## config.mk

```make
export PLATFORM = sky130hd
export DESIGN_NAME = uart_tx_port
export DESIGN_NICKNAME = d
export VERILOG_FILES = /design/src/rtl/hack_io_pkg.sv /design/src/rtl/io_sync_fifo.sv /design/src/rtl/uart_tx_port.sv
export SDC_FILE = /design/constraint.sdc
export NUM_CORES = 1
export LEC_CHECK = 0
export ABC_AREA = 1
export CORE_AREA = 2 2 104 81
export CTS_CLUSTER_SIZE = 40
export DETAILED_ROUTE_END_ITERATION = 8
export DIE_AREA = 0 0 106 83
export SLEW_MARGIN = 20
export SYNTH_ARGS = -nofsm -noshare
export SYNTH_HDL_FRONTEND = slang
export SYNTH_SLANG_ARGS = --single-unit
```

## constraint.sdc

```tcl
create_clock -name clk -period 3.18 [get_ports clk]
set_input_delay 0.636 -clock clk [delete_from_list [all_inputs] [get_ports clk]]
set_output_delay 0.636 -clock clk [all_outputs]
set_load 0.05 [all_outputs]
```

## src/rtl/hack_io_pkg.sv

```systemverilog
// Shared definitions for Hack I/O map peripherals: status/control bit positions,
// UART defaults and the transmitter state encoding.
package hack_io_pkg;

  // Status word bit positions
  localparam int unsigned STAT_FULL = 15;
  localparam int unsigned STAT_BUSY = 14;
  localparam int unsigned STAT_OVF  = 13;

  // Control word: writing with this bit set clears the sticky overflow flag
  localparam int unsigned CTRL_CLR_OVF = 15;

  // 25 MHz system clock / 115200 baud
  localparam int unsigned UART_BAUD_DIV = 217;

  typedef enum logic [1:0] {
    StIdle,
    StStart,
    StData,
    StStop
  } uart_tx_state_t;

endpackage

```

## src/rtl/io_sync_fifo.sv

```systemverilog
// Single-clock FIFO with occupancy count. The head entry is presented combinationally
// on rd_data. A push while full is accepted only when a pop happens on the same edge.
module io_sync_fifo #(
  parameter int unsigned WIDTH = 8,
  parameter int unsigned DEPTH = 4,
  parameter int unsigned CNT_W = $clog2(DEPTH) + 1
) (
  input  logic             clk,
  input  logic             rst_n,
  input  logic             push,
  input  logic             pop,
  input  logic [WIDTH-1:0] wr_data,
  output logic [WIDTH-1:0] rd_data,
  output logic [CNT_W-1:0] count,
  output logic             full,
  output logic             empty
);

  localparam int unsigned PTR_W = (DEPTH > 1) ? $clog2(DEPTH) : 1;

  logic [WIDTH-1:0] mem_q [DEPTH];
  logic [PTR_W-1:0] wr_ptr_q, wr_ptr_d;
  logic [PTR_W-1:0] rd_ptr_q, rd_ptr_d;
  logic [CNT_W-1:0] count_q, count_d;
  logic             do_push, do_pop;

  assign full    = (count_q == CNT_W'(DEPTH));
  assign empty   = (count_q == '0);
  assign count   = count_q;
  assign rd_data = mem_q[rd_ptr_q];

  // Qualify requests; a pop frees the slot a simultaneous push writes into
  always_comb begin
    do_pop  = pop & ~empty;
    do_push = push & (~full | do_pop);
  end

  // Pointer and occupancy next state; pointers wrap naturally (DEPTH is a power of two)
  always_comb begin
    wr_ptr_d = wr_ptr_q;
    rd_ptr_d = rd_ptr_q;
    count_d  = count_q;
    if (do_push) wr_ptr_d = wr_ptr_q + PTR_W'(1);
    if (do_pop)  rd_ptr_d = rd_ptr_q + PTR_W'(1);
    unique case ({do_push, do_pop})
      2'b10:   count_d = count_q + CNT_W'(1);
      2'b01:   count_d = count_q - CNT_W'(1);
      default: count_d = count_q;
    endcase
  end

  // Pointer/count registers
  always_ff @(posedge clk or negedge rst_n) begin
    if (!rst_n) begin
      wr_ptr_q <= '0;
      rd_ptr_q <= '0;
      count_q  <= '0;
    end else begin
      wr_ptr_q <= wr_ptr_d;
      rd_ptr_q <= rd_ptr_d;
      count_q  <= count_d;
    end
  end

  // Storage array; contents are don't-care while empty, so no reset
  always_ff @(posedge clk) begin
    if (do_push) mem_q[wr_ptr_q] <= wr_data;
  end

endmodule

```

## src/rtl/uart_tx_port.sv

```systemverilog
// Memory-mapped UART transmitter. CPU writes queue bytes in a FIFO which are sent as
// 8N1 frames on tx, back to back with no idle gap. The status word reports full, busy,
// sticky overflow and FIFO occupancy.
module uart_tx_port
  import hack_io_pkg::*;
#(
  parameter int unsigned BAUD_DIV   = UART_BAUD_DIV,
  parameter int unsigned FIFO_DEPTH = 4,
  parameter int unsigned CNT_W      = $clog2(FIFO_DEPTH) + 1
) (
  input  logic        clk,
  input  logic        rst_n,
  input  logic        load,
  input  logic [15:0] in,
  output logic [15:0] out,
  output logic        tx
);

  localparam int unsigned     BAUD_W    = $clog2(BAUD_DIV);
  localparam logic [BAUD_W-1:0] BAUD_LAST = BAUD_W'(BAUD_DIV - 1);

  uart_tx_state_t     state_q, state_d;
  logic [BAUD_W-1:0]  baud_q, baud_d;
  logic [2:0]         bit_q, bit_d;
  logic [7:0]         shift_q, shift_d;
  logic               ovf_q, ovf_d;

  logic               fifo_push, fifo_pop;
  logic               fifo_full, fifo_empty;
  logic [CNT_W-1:0]   fifo_count;
  logic [7:0]         fifo_rd;
  logic               wr_clr, wr_byte, baud_end;

  io_sync_fifo #(
    .WIDTH (8),
    .DEPTH (FIFO_DEPTH),
    .CNT_W (CNT_W)
  ) u_fifo (
    .clk     (clk),
    .rst_n   (rst_n),
    .push    (fifo_push),
    .pop     (fifo_pop),
    .wr_data (in[7:0]),
    .rd_data (fifo_rd),
    .count   (fifo_count),
    .full    (fifo_full),
    .empty   (fifo_empty)
  );

  // Write decode: control writes clear overflow; data writes push or overflow.
  // Full is judged after a same-edge pop, so a push alongside a pop is never dropped.
  always_comb begin
    wr_clr    = load & in[CTRL_CLR_OVF];
    wr_byte   = load & ~in[CTRL_CLR_OVF];
    fifo_push = wr_byte & (~fifo_full | fifo_pop);
    ovf_d     = ovf_q;
    if (wr_clr) begin
      ovf_d = 1'b0;
    end else if (wr_byte && !fifo_push) begin
      ovf_d = 1'b1;
    end
  end

  // Frame sequencer next state: baud counter, bit index, shifter and FIFO pop
  always_comb begin
    state_d  = state_q;
    baud_d   = baud_q;
    bit_d    = bit_q;
    shift_d  = shift_q;
    fifo_pop = 1'b0;
    baud_end = (baud_q == BAUD_LAST);
    unique case (state_q)
      StIdle: begin
        if (!fifo_empty) begin
          fifo_pop = 1'b1;
          shift_d  = fifo_rd;
          baud_d   = '0;
          bit_d    = '0;
          state_d  = StStart;
        end
      end
      StStart: begin
        if (baud_end) begin
          baud_d  = '0;
          bit_d   = '0;
          state_d = StData;
        end else begin
          baud_d = baud_q + BAUD_W'(1);
        end
      end
      StData: begin
        if (baud_end) begin
          baud_d  = '0;
          shift_d = {1'b0, shift_q[7:1]};
          if (bit_q == 3'd7) begin
            state_d = StStop;
          end else begin
            bit_d = bit_q + 3'd1;
          end
        end else begin
          baud_d = baud_q + BAUD_W'(1);
        end
      end
      StStop: begin
        if (baud_end) begin
          baud_d = '0;
          // Chain straight into the next start bit when more data is queued
          if (!fifo_empty) begin
            fifo_pop = 1'b1;
            shift_d  = fifo_rd;
            bit_d    = '0;
            state_d  = StStart;
          end else begin
            state_d = StIdle;
          end
        end else begin
          baud_d = baud_q + BAUD_W'(1);
        end
      end
      default: state_d = StIdle;
    endcase
  end

  // Sequencer and overflow registers; reset aborts any frame in flight
  always_ff @(posedge clk or negedge rst_n) begin
    if (!rst_n) begin
      state_q <= StIdle;
      baud_q  <= '0;
      bit_q   <= '0;
      shift_q <= '0;
      ovf_q   <= 1'b0;
    end else begin
      state_q <= state_d;
      baud_q  <= baud_d;
      bit_q   <= bit_d;
      shift_q <= shift_d;
      ovf_q   <= ovf_d;
    end
  end

  // Line driver, decoded from registers only so reset forces the idle level at once
  always_comb begin
    tx = 1'b1;
    unique case (state_q)
      StStart: tx = 1'b0;
      StData:  tx = shift_q[0];
      default: tx = 1'b1;
    endcase
  end

  // Status word, built purely from registered state
  always_comb begin
    out              = '0;
    out[STAT_FULL]   = fifo_full;
    out[STAT_BUSY]   = (state_q != StIdle) | ~fifo_empty;
    out[STAT_OVF]    = ovf_q;
    out[CNT_W-1:0]   = fifo_count;
  end

endmodule

```

==> results of run 1 <==
==> critical path: stages (launching register included) <==
cell	delay, ps
dfrtp_1	460
inv_1	120
ha_1	310
nand2_1	240
clkdlybuf4s50_1	850
==> stage by stage <==
step	worst slack, ps	power (mW)
global placement	523	1.40
finish	229	2.09
floorplan	455	1.28
CTS	223	2.12
global route	79.3	2.21
detailed placement	491	1.41
==> sequential cells by signal, summed over array words and instances (netlist names) <==
| name | count |
|---|---|
| u_fifo.wr_ptr_q | 2 |
| ovf_q | 1 |
| baud_q | 8 |
| bit_q | 3 |
| state_q | 2 |
| u_fifo.count | 3 |
| u_fifo.rd_ptr_q | 2 |
| u_fifo.mem_q | 32 |
| shift_q | 8 |
==> cell type report <==
class / count / area, sq um
repair buffers: 24 / 225
clock inverters: 7 / 80.1
clock buffers: 9 / 124
flip-flops and latches: 61 / 1690
well taps: 105 / 131
fillers: 743 / 4230
multi-input cells: 218 / 1150
inverters: 28 / 108
==> cells in the mapped netlist (3+ instances only) <==
library cell / number / area [sq um]
a21oi_1: 5 / 25.0
buf_4: 15 / 113
dfrtp_1: 29 / 726
edfxtp_1: 32 / 961
ha_1: 15 / 188
inv_1: 23 / 86.3
inv_2: 3 / 11.3
nand2_1: 100 / 375
nand2_2: 3 / 18.8
nand3_1: 32 / 160
nor2_1: 12 / 45.0
o21ai_0: 15 / 75.1
xor2_1: 4 / 35.0
==> per-layer routing <==
| layer | share of wire [%] | vias up | routed length (um) |
|---|---|---|---|
| met5 | 0 | - | 0 |
| met4 | 1.3 | 0 | 71 |
| met3 | 5.4 | 6 | 292 |
| met2 | 42 | 49 | 2270 |
| met1 | 51 | 957 | 2750 |
| li1 | - | 1066 | - |
==> logic make-up (layout without fill, tap and decap cells) <==
logic type      count (synthesis)  after routing  share of synthesized area (%)
simple gates                  159            159                           23.1
compound gates                 26             26                           4.69
other cells                     1             10                          0.123
mux                             1              1                          0.370
fa+ha+maj                      16             16                           6.82
buf+inv                        47             68                           7.81
flops                          61             61                           55.4
xor+xnor                        6              6                           1.73
==> power groups by stage <==
stage	combinational [mW]	clock [mW]	sequential, mW
floorplan	0.241	0	1.04
global placement	0.423	0	0.977
detailed placement	0.427	0	0.979
CTS	0.430	0.724	0.965
global route	0.471	0.763	0.973
finish	0.425	0.706	0.964
==> worst min-delay path by stage <==
stage / from / end / slack (ps) / cells after the start
floorplan: rst_n / baud_q[0] / 340 / 0
global placement: shift_q[3] / shift_q[3] / 470 / 2
detailed placement: shift_q[1] / shift_q[1] / 470 / 2
CTS: shift_q[1] / shift_q[1] / 480 / 2
global route: shift_q[5] / shift_q[5] / 510 / 2
finish: shift_q[6] / shift_q[6] / 480 / 2
==> flow_summary.json, run 1 <==
{
  "outcome": "complete, no violations",
  "cts_setup_buffers": 0,
  "dr.pass1.iters": 4,
  "cts.sinks": 61,
  "met3_usage_pct": 4.71,
  "rr_startpoint": "state_q[0]",
  "utilization_pct": 45.3,
  "grt_pass1_wl_um": 9440,
  "rr_worst_depth": 12,
  "grt_use_met2_pct": 19.5,
  "path_clk_slew_ps": 70,
  "route.detailed.drc": 0,
  "vias": 2078,
  "cts_tree": "yes",
  "numCtsBuffers": 9,
  "die-area_sq_mm": 0.00880,
  "hold_ws_ps": 481,
  "rsz0062_at_grt": "false",
  "htree_levels": 3,
  "antenna_found_initial": 0,
  "start_util_pct": 39.3,
  "synth-edff-count": 32,
  "clk_latency_ps": 340,
  "finalNetCount": 377,
  "final.min_clock_period_ps": 2950,
  "critPathCaptureType": "output pin",
  "ys_async_sr_fraction_pct": 47.5,
  "syn_avg_cell_area_sq_um": 9.60,
  "yosysWarningCount": 0,
  "setup.worst_path.start_class": "register",
  "p_leak_nw": 1.54,
  "timing.rr.end": "u_fifo.count[2]",
  "netlist_area_sq_mm": 0.00304,
  "grt_util_met1_pct": 19.4,
  "p_int_mw": 1.43,
  "fmax_ghz": 0.339,
  "final_common_cell": "nand2_1",
  "power_frac_clock_pct": 33.7,
  "postLayoutCellArea_sq_mm": 0.00351,
  "antenna_cells": 0,
  "core_area_sq_mm": 0.00774,
  "pwr-share-seq_pct": 46.0,
  "pwr-share-comb_pct": 20.3,
  "drt_iter0_markers": 113,
  "crit_end": "out[14]",
  "cts_hold_buf": 0,
  "fin_crit_sh_pct": 92.8,
  "syn_to_final_growth_pct": 15.2,
  "grt_pass1_vias": 1955,
  "wl_um": 5380,
  "setup_viol": 0,
  "crit_arrival_ps": 2320,
  "yosys_most_used_dff": "edfxtp_1",
  "gp_congestion": 0.793,
  "grt_start_max_net_pins": 30,
  "min_path_type": "register to register",
  "rrSetupSlack_ps": 680,
  "clock_skew_ps": 5.40,
  "crit_required_ps": 2540,
  "place_area_sq_mm": 0.00330,
  "synth-seq-cells": 61,
  "cts_buffer_depth": 2,
  "p_per_area_mw_per_mm2": 597,
  "drive_gt1_share_pct": 11.2,
  "yosysSeqAreaShare_pct": 55.4,
  "cts_root_buffer": "clkbuf_8",
  "crit_type": "register to output pin",
  "dieWidth_um": 106,
  "dpl.hpwl_um": 3770,
  "power_switching_mw": 0.669,
  "place_inst": 436,
  "drv_cap": 0,
  "worst_slew_pin_slew_ps": 589,
  "design.portCount": 36,
  "finalHoldViolCount": 0,
  "critPathMaxFanout": 8,
  "layout_common_cells": "100 x nand2_1, 32 x nand3_1, 32 x edfxtp_1, 29 x dfrtp_1, 23 x inv_1",
  "grt.busiest_layer": "met2",
  "fin_tns_setup_ps": 0,
  "startpoint": "state_q[0]",
  "port_buffers": 18,
  "relSlewSlack_pct": 60.4,
  "drv_slew": 0,
  "fp-row-count": 28,
  "grt_usage_pct": 13.7,
  "synth_cell_types": 34,
  "finalNonFillerCells": 452,
  "irDropWorstVdd_mv": 0.402,
  "vias_per_cell": 4.60,
  "die_y_um": 83,
  "ctsResizeCount": 0,
  "switching_share_pct": 32.0,
  "wl_per_cell_um": 11.9,
  "drtAntennaViolNets": 0,
  "syn-instance-count": 317,
  "grt_overflow_total": 0
}
(Power assumes the default switching activity.)
==> run 2: changes to the inputs <==
--- a/config.mk
+++ b/config.mk
@@ -6,10 +6,10 @@
 export NUM_CORES = 1
 export LEC_CHECK = 0
 export ABC_AREA = 1
-export CORE_AREA = 2 2 104 81
+export CORE_AREA = 2 2 111 86
 export CTS_CLUSTER_SIZE = 40
 export DETAILED_ROUTE_END_ITERATION = 8
-export DIE_AREA = 0 0 106 83
+export DIE_AREA = 0 0 113 88
 export SLEW_MARGIN = 20
 export SYNTH_ARGS = -nofsm -noshare
 export SYNTH_HDL_FRONTEND = slang
==> run 2 against run 1 <==
Effect of this change: the flow now finishes with violations (design-rule violations); worst hold slack barely moved; via count grew 1.2%; clock power up 33%; register-to-register slack better by 30 ps; critical endpoint unchanged.
==> flow_summary.json, run 2 (synthesized netlist as in run 1, its figures left out) <==
{
  "crit_type": "register to output pin",
  "cpPeakStageDelay_ps": 850,
  "gp_congestion": 0.752,
  "cts_buffer_depth": 2,
  "switching_share_pct": 31.1,
  "syn_to_final_growth_pct": 18.3,
  "p_per_area_mw_per_mm2": 644,
  "htree_levels": 3,
  "outcome": "finished, violations left",
  "hold_depth": 2,
  "power_mw": 2.32,
  "setup.worst_path.start_class": "register",
  "critPathMaxFanout": 8,
  "top_regs": "u_fifo.mem_q x32, baud_q x8, shift_q x8",
  "path_clk_slew_ps": 60,
  "finalHoldViolCount": 0,
  "die_y_um": 88,
  "cts_setup_buffers": 0,
  "core_area_sq_mm": 0.00886,
  "dr.pass1.iters": 6,
  "final_common_cell": "nand2_1",
  "min_path_type": "register to register",
  "antenna_cells": 0,
  "largest_reg_flops": 32,
  "port_buffers": 18,
  "cts_hold_buf": 0,
  "design.portCount": 36,
  "dpl.hpwl_um": 3850,
  "finalNetCount": 377,
  "largest_register": "u_fifo.mem_q",
  "p_int_mw": 1.60,
  "drv_slew": 0,
  "vias": 2103,
  "min_to": "shift_q[4]",
  "vias_per_cell": 4.58,
  "worst_slew_pin_slew_ps": 628,
  "irDropWorstVdd_mv": 0.272,
  "pwr-share-seq_pct": 41.6,
  "antenna_found_initial": 0,
  "grt_pass1_vias": 1995,
  "place_inst": 443,
  "rsz0062_at_grt": "false",
  "grt_start_max_net_pins": 30,
  "layout_common_cells": "100 x nand2_1, 32 x nand3_1, 32 x edfxtp_1, 29 x dfrtp_1, 23 x inv_1",
  "fp-row-count": 30,
  "grt_usage_pct": 12.9,
  "drtAntennaViolNets": 0,
  "route.detailed.drc": 3,
  "die-area_sq_mm": 0.00994,
  "dieWidth_um": 113,
  "wl_per_cell_um": 12.4,
  "fmax_ghz": 0.340,
  "clock_skew_ps": 6.15,
  "finalNonFillerCells": 459,
  "violations": "design-rule violations",
  "start_util_pct": 34.4,
  "grt_pass1_wl_um": 10000,
  "critPathCaptureType": "output pin",
  "numCtsBuffers": 9,
  "crit_chain": "inv_1, ha_1, nand2_1, clkdlybuf4s50_1",
  "setup_viol": 0,
  "rrSetupSlack_ps": 710,
  "crit_required_ps": 2540,
  "relSlewSlack_pct": 57.8,
  "fin_tns_setup_ps": 0,
  "drive_gt1_share_pct": 11.2,
  "cts_root_buffer": "clkbuf_16",
  "pwr-share-comb_pct": 18.1,
  "crit_arrival_ps": 2300,
  "grt_overflow_total": 0,
  "hold_path_startpoint": "shift_q[4]",
  "clk_latency_ps": 330,
  "final.min_clock_period_ps": 2940,
  "rr_startpoint": "state_q[1]",
  "fin_crit_sh_pct": 92.4,
  "drt_iter0_markers": 106,
  "cts_tree": "yes",
  "power_switching_mw": 0.722,
  "power_frac_clock_pct": 40.3,
  "timing.rr.end": "u_fifo.count[2]",
  "ctsResizeCount": 0,
  "drv_cap": 0,
  "p_leak_nw": 1.59,
  "wl_um": 5700,
  "rr_worst_depth": 12,
  "critPathSlowestCell": "clkdlybuf4s50_1",
  "cts.sinks": 61
}
## run 2: cell types whose count changed in the layout (fill, tap and decap cells not counted), sizes merged
cell,delta
bufinv,-1
clkinv,+1
clkinvlp,-1
inv,+1
## run 2: power groups by stage
stage                     logic [mW]  registers, mW  clock network (mW)
after global routing           0.470          0.980               0.987
after detailed placement       0.426          0.982                   0
final                          0.419          0.965               0.936
after global placement         0.420          0.979                   0
after CTS                      0.429          0.967               0.951
after floorplan                0.241           1.04                   0
## run 2: through the flow
stage                     hold slack [ps]  setup slack [ps]  area (sq um)  util (%)
after floorplan                       340               455          3080         -
after detailed placement              468               507          3310      37.4
after CTS                             489               208          3600      40.6
after global routing                  508              82.2          3600      40.6
final                                 481               242          3600      40.6
after global placement                464               510          3310      37.4
## run 2: worst max-delay path: cells and delay by family (launching register included)
| family | cells | cell delay [ps] |
|---|---|---|
| and+or+nand+nor | 1 | 250 |
| adders and majority gates | 1 | 310 |
| buffers and inverters | 2 | 970 |
| DFF | 1 | 450 |
## run 2: final cells by class
type                            instances  area, sq um
Clock buffer                            9          225
Multi-Input combinational cell        218         1150
Sequential cell                        61         1690
Timing Repair Buffer                   24          225
Inverter                               28          108
Clock inverter                          7         62.6
Tap cell                              112          140
Fill cell                             856         5260
## run 2: layer usage
layer,vias to the layer above,GRT usage [%],routed length [um],share of wire [%]
li1,1067,-,-,-
met1,982,17.9,2780,49
met2,48,19.5,2560,45
met3,6,3.88,307,5.4
met4,0,4.32,51,0.89
met5,-,0,0,0
## run 2: how the worst max path moves through the flow
stage / cells after the start / slack, ps / to / startpoint
floorplan: 4 / 460 / tx / state_q[0]
global placement: 9 / 510 / u_fifo.count[2] / load
detailed placement: 9 / 510 / u_fifo.count[2] / load
CTS: 4 / 210 / out[14] / state_q[0]
global route: 4 / 80 / out[14] / state_q[0]
finish: 4 / 240 / out[14] / state_q[0]
==> run 3: changes to the inputs <==
--- a/config.mk
+++ b/config.mk
@@ -10,6 +10,7 @@
 export CTS_CLUSTER_SIZE = 40
 export DETAILED_ROUTE_END_ITERATION = 8
 export DIE_AREA = 0 0 113 88
+export PLACE_DENSITY_LB_ADDON = 0.3
 export SLEW_MARGIN = 20
 export SYNTH_ARGS = -nofsm -noshare
 export SYNTH_HDL_FRONTEND = slang
==> run 3 against run 2 <==
Effect of this change: the flow still finishes with violations (design-rule violations); core utilization grew 0.45 points; worst hold slack got worse by 2.7 ps; sequential power barely moved; clock power grew 13%; worst setup slack gained 3.6 ps; final area up 1.1%; via count decreased by 0.19%; critical endpoint is now tx; highest routed layer unchanged.
==> flow_summary.json, run 3 (synthesized netlist as in run 1, its figures left out) <==
{
  "outcome": "finished, violations left",
  "violations": "design-rule violations",
  "fmax_ghz": 0.341,
  "ctsResizeCount": 0,
  "cts_buffer_depth": 2,
  "vias": 2099,
  "rsz0062_at_grt": "false",
  "fin_crit_sh_pct": 92.3,
  "p_leak_nw": 1.60,
  "port_buffers": 18,
  "postLayoutCellArea_sq_mm": 0.00364,
  "grt.busiest_layer": "met2",
  "p_per_area_mw_per_mm2": 671,
  "cts_setup_buffers": 0,
  "cts_root_buffer": "clkbuf_16",
  "cts.sinks": 61,
  "cts_tree": "yes",
  "drt_iter0_markers": 123,
  "crit_type": "register to output pin",
  "largest_reg_flops": 32,
  "syn_to_final_growth_pct": 19.6,
  "start_util_pct": 34.4,
  "relSlewSlack_pct": 58.9,
  "wl_um": 5650,
  "antenna_found_initial": 0,
  "grt_util_met1_pct": 16.9,
  "critPathMaxFanout": 8,
  "dieWidth_um": 113,
  "power_mw": 2.44,
  "final_common_cell": "nand2_1",
  "vias_per_cell": 4.57,
  "design.portCount": 36,
  "grt_overflow_total": 0,
  "register_area_sq_mm": 0.00169,
  "crit_required_ps": 2540,
  "die-area_sq_mm": 0.00994,
  "grt_pass1_vias": 1967,
  "antenna_cells": 0,
  "fp-row-count": 30,
  "drv_slew": 0,
  "dr.pass1.iters": 6,
  "dpl.hpwl_um": 3790,
  "finalNonFillerCells": 459,
  "numCtsBuffers": 9,
  "cts_hold_buf": 0,
  "die_y_um": 88,
  "fill_cells": 857,
  "place_area_sq_mm": 0.00331,
  "grt_start_max_net_pins": 30,
  "fin_tns_setup_ps": 0,
  "drtAntennaViolNets": 0,
  "min_path_type": "register to register",
  "path_clk_slew_ps": 50,
  "irDropWorstVdd_mv": 0.414,
  "wl_per_cell_um": 12.3,
  "gp_congestion": 0.805,
  "core_area_sq_mm": 0.00886,
  "met3_usage_pct": 4.64,
  "route.detailed.drc": 2,
  "finalNetCount": 377,
  "clk_latency_ps": 320,
  "drive_gt1_share_pct": 10.7,
  "largest_register": "u_fifo.mem_q",
  "multi_input_area_sq_mm": 0.00115,
  "grt_pass1_wl_um": 9470,
  "drv_cap": 0,
  "worst_slew_pin_slew_ps": 616,
  "htree_levels": 3,
  "clock_skew_ps": 5.75,
  "grt_usage_pct": 12.5,
  "setup_viol": 0,
  "layout_common_cells": "100 x nand2_1, 32 x nand3_1, 32 x edfxtp_1, 29 x dfrtp_1, 23 x inv_1",
  "finalHoldViolCount": 0,
  "crit_arrival_ps": 2300,
  "final.min_clock_period_ps": 2930,
  "grt_use_met2_pct": 18.6,
  "critPathCaptureType": "output pin",
  "setup.worst_path.start_class": "register",
  "top_regs": "u_fifo.mem_q x32, baud_q x8, shift_q x8",
  "place_inst": 443
}
## run 3: final cells by class
class                   instances  area share [%]
clock buffers                  12            7.04
clock inverters                 4            1.96
inverters                      28            2.96
multi-input cells             218            31.7
flip-flops and latches         61            46.3
well taps                     112            3.85
repair buffers                 24            6.19
## run 3: worst paths after layout
| path | start | cells after the start | slack [ps] | end |
|---|---|---|---|---|
| min | shift_q[5] | 2 | 480 | shift_q[5] |
| max | state_q[0] | 4 | 250 | tx |
| min in group asynchronous | rst_n | 2 | 720 | bit_q[0] |
| min reg2reg | shift_q[5] | 2 | 480 | shift_q[5] |
| max in group asynchronous | rst_n | 2 | 2180 | shift_q[2] |
| max reg2reg | baud_q[0] | 16 | 710 | u_fifo.count[2] |
## run 3: layer usage
| layer | wire (um) | up-vias |
|---|---|---|
| met5 | 0 | - |
| met4 | 53 | 0 |
| met3 | 300 | 4 |
| met2 | 2480 | 58 |
| met1 | 2820 | 970 |
| li1 | - | 1067 |
## run 3: through the flow
stage               setup slack, ps  hold slack (ps)  utilization, %
CTS                             174              479            41.1
detailed placement              504              465            37.4
global route                   72.6              514            41.1
finish                          246              478            41.1
global placement                500              462            37.4
floorplan                       455              340               -
## run 3: where the power goes
| group | switching, mW | internal [mW] |
|---|---|---|
| registers | 0.0482 | 0.915 |
| clock network | 0.333 | 0.726 |
| logic | 0.284 | 0.139 |
| total | 0.665 | 1.78 |
## run 3: worst max-delay path, cell delays in order, from the launching register on
cell and delay, ps:
dfrtp_1 450, inv_1 120, ha_1 320, o21ai_0 250
clkdlybuf4s50_1 840
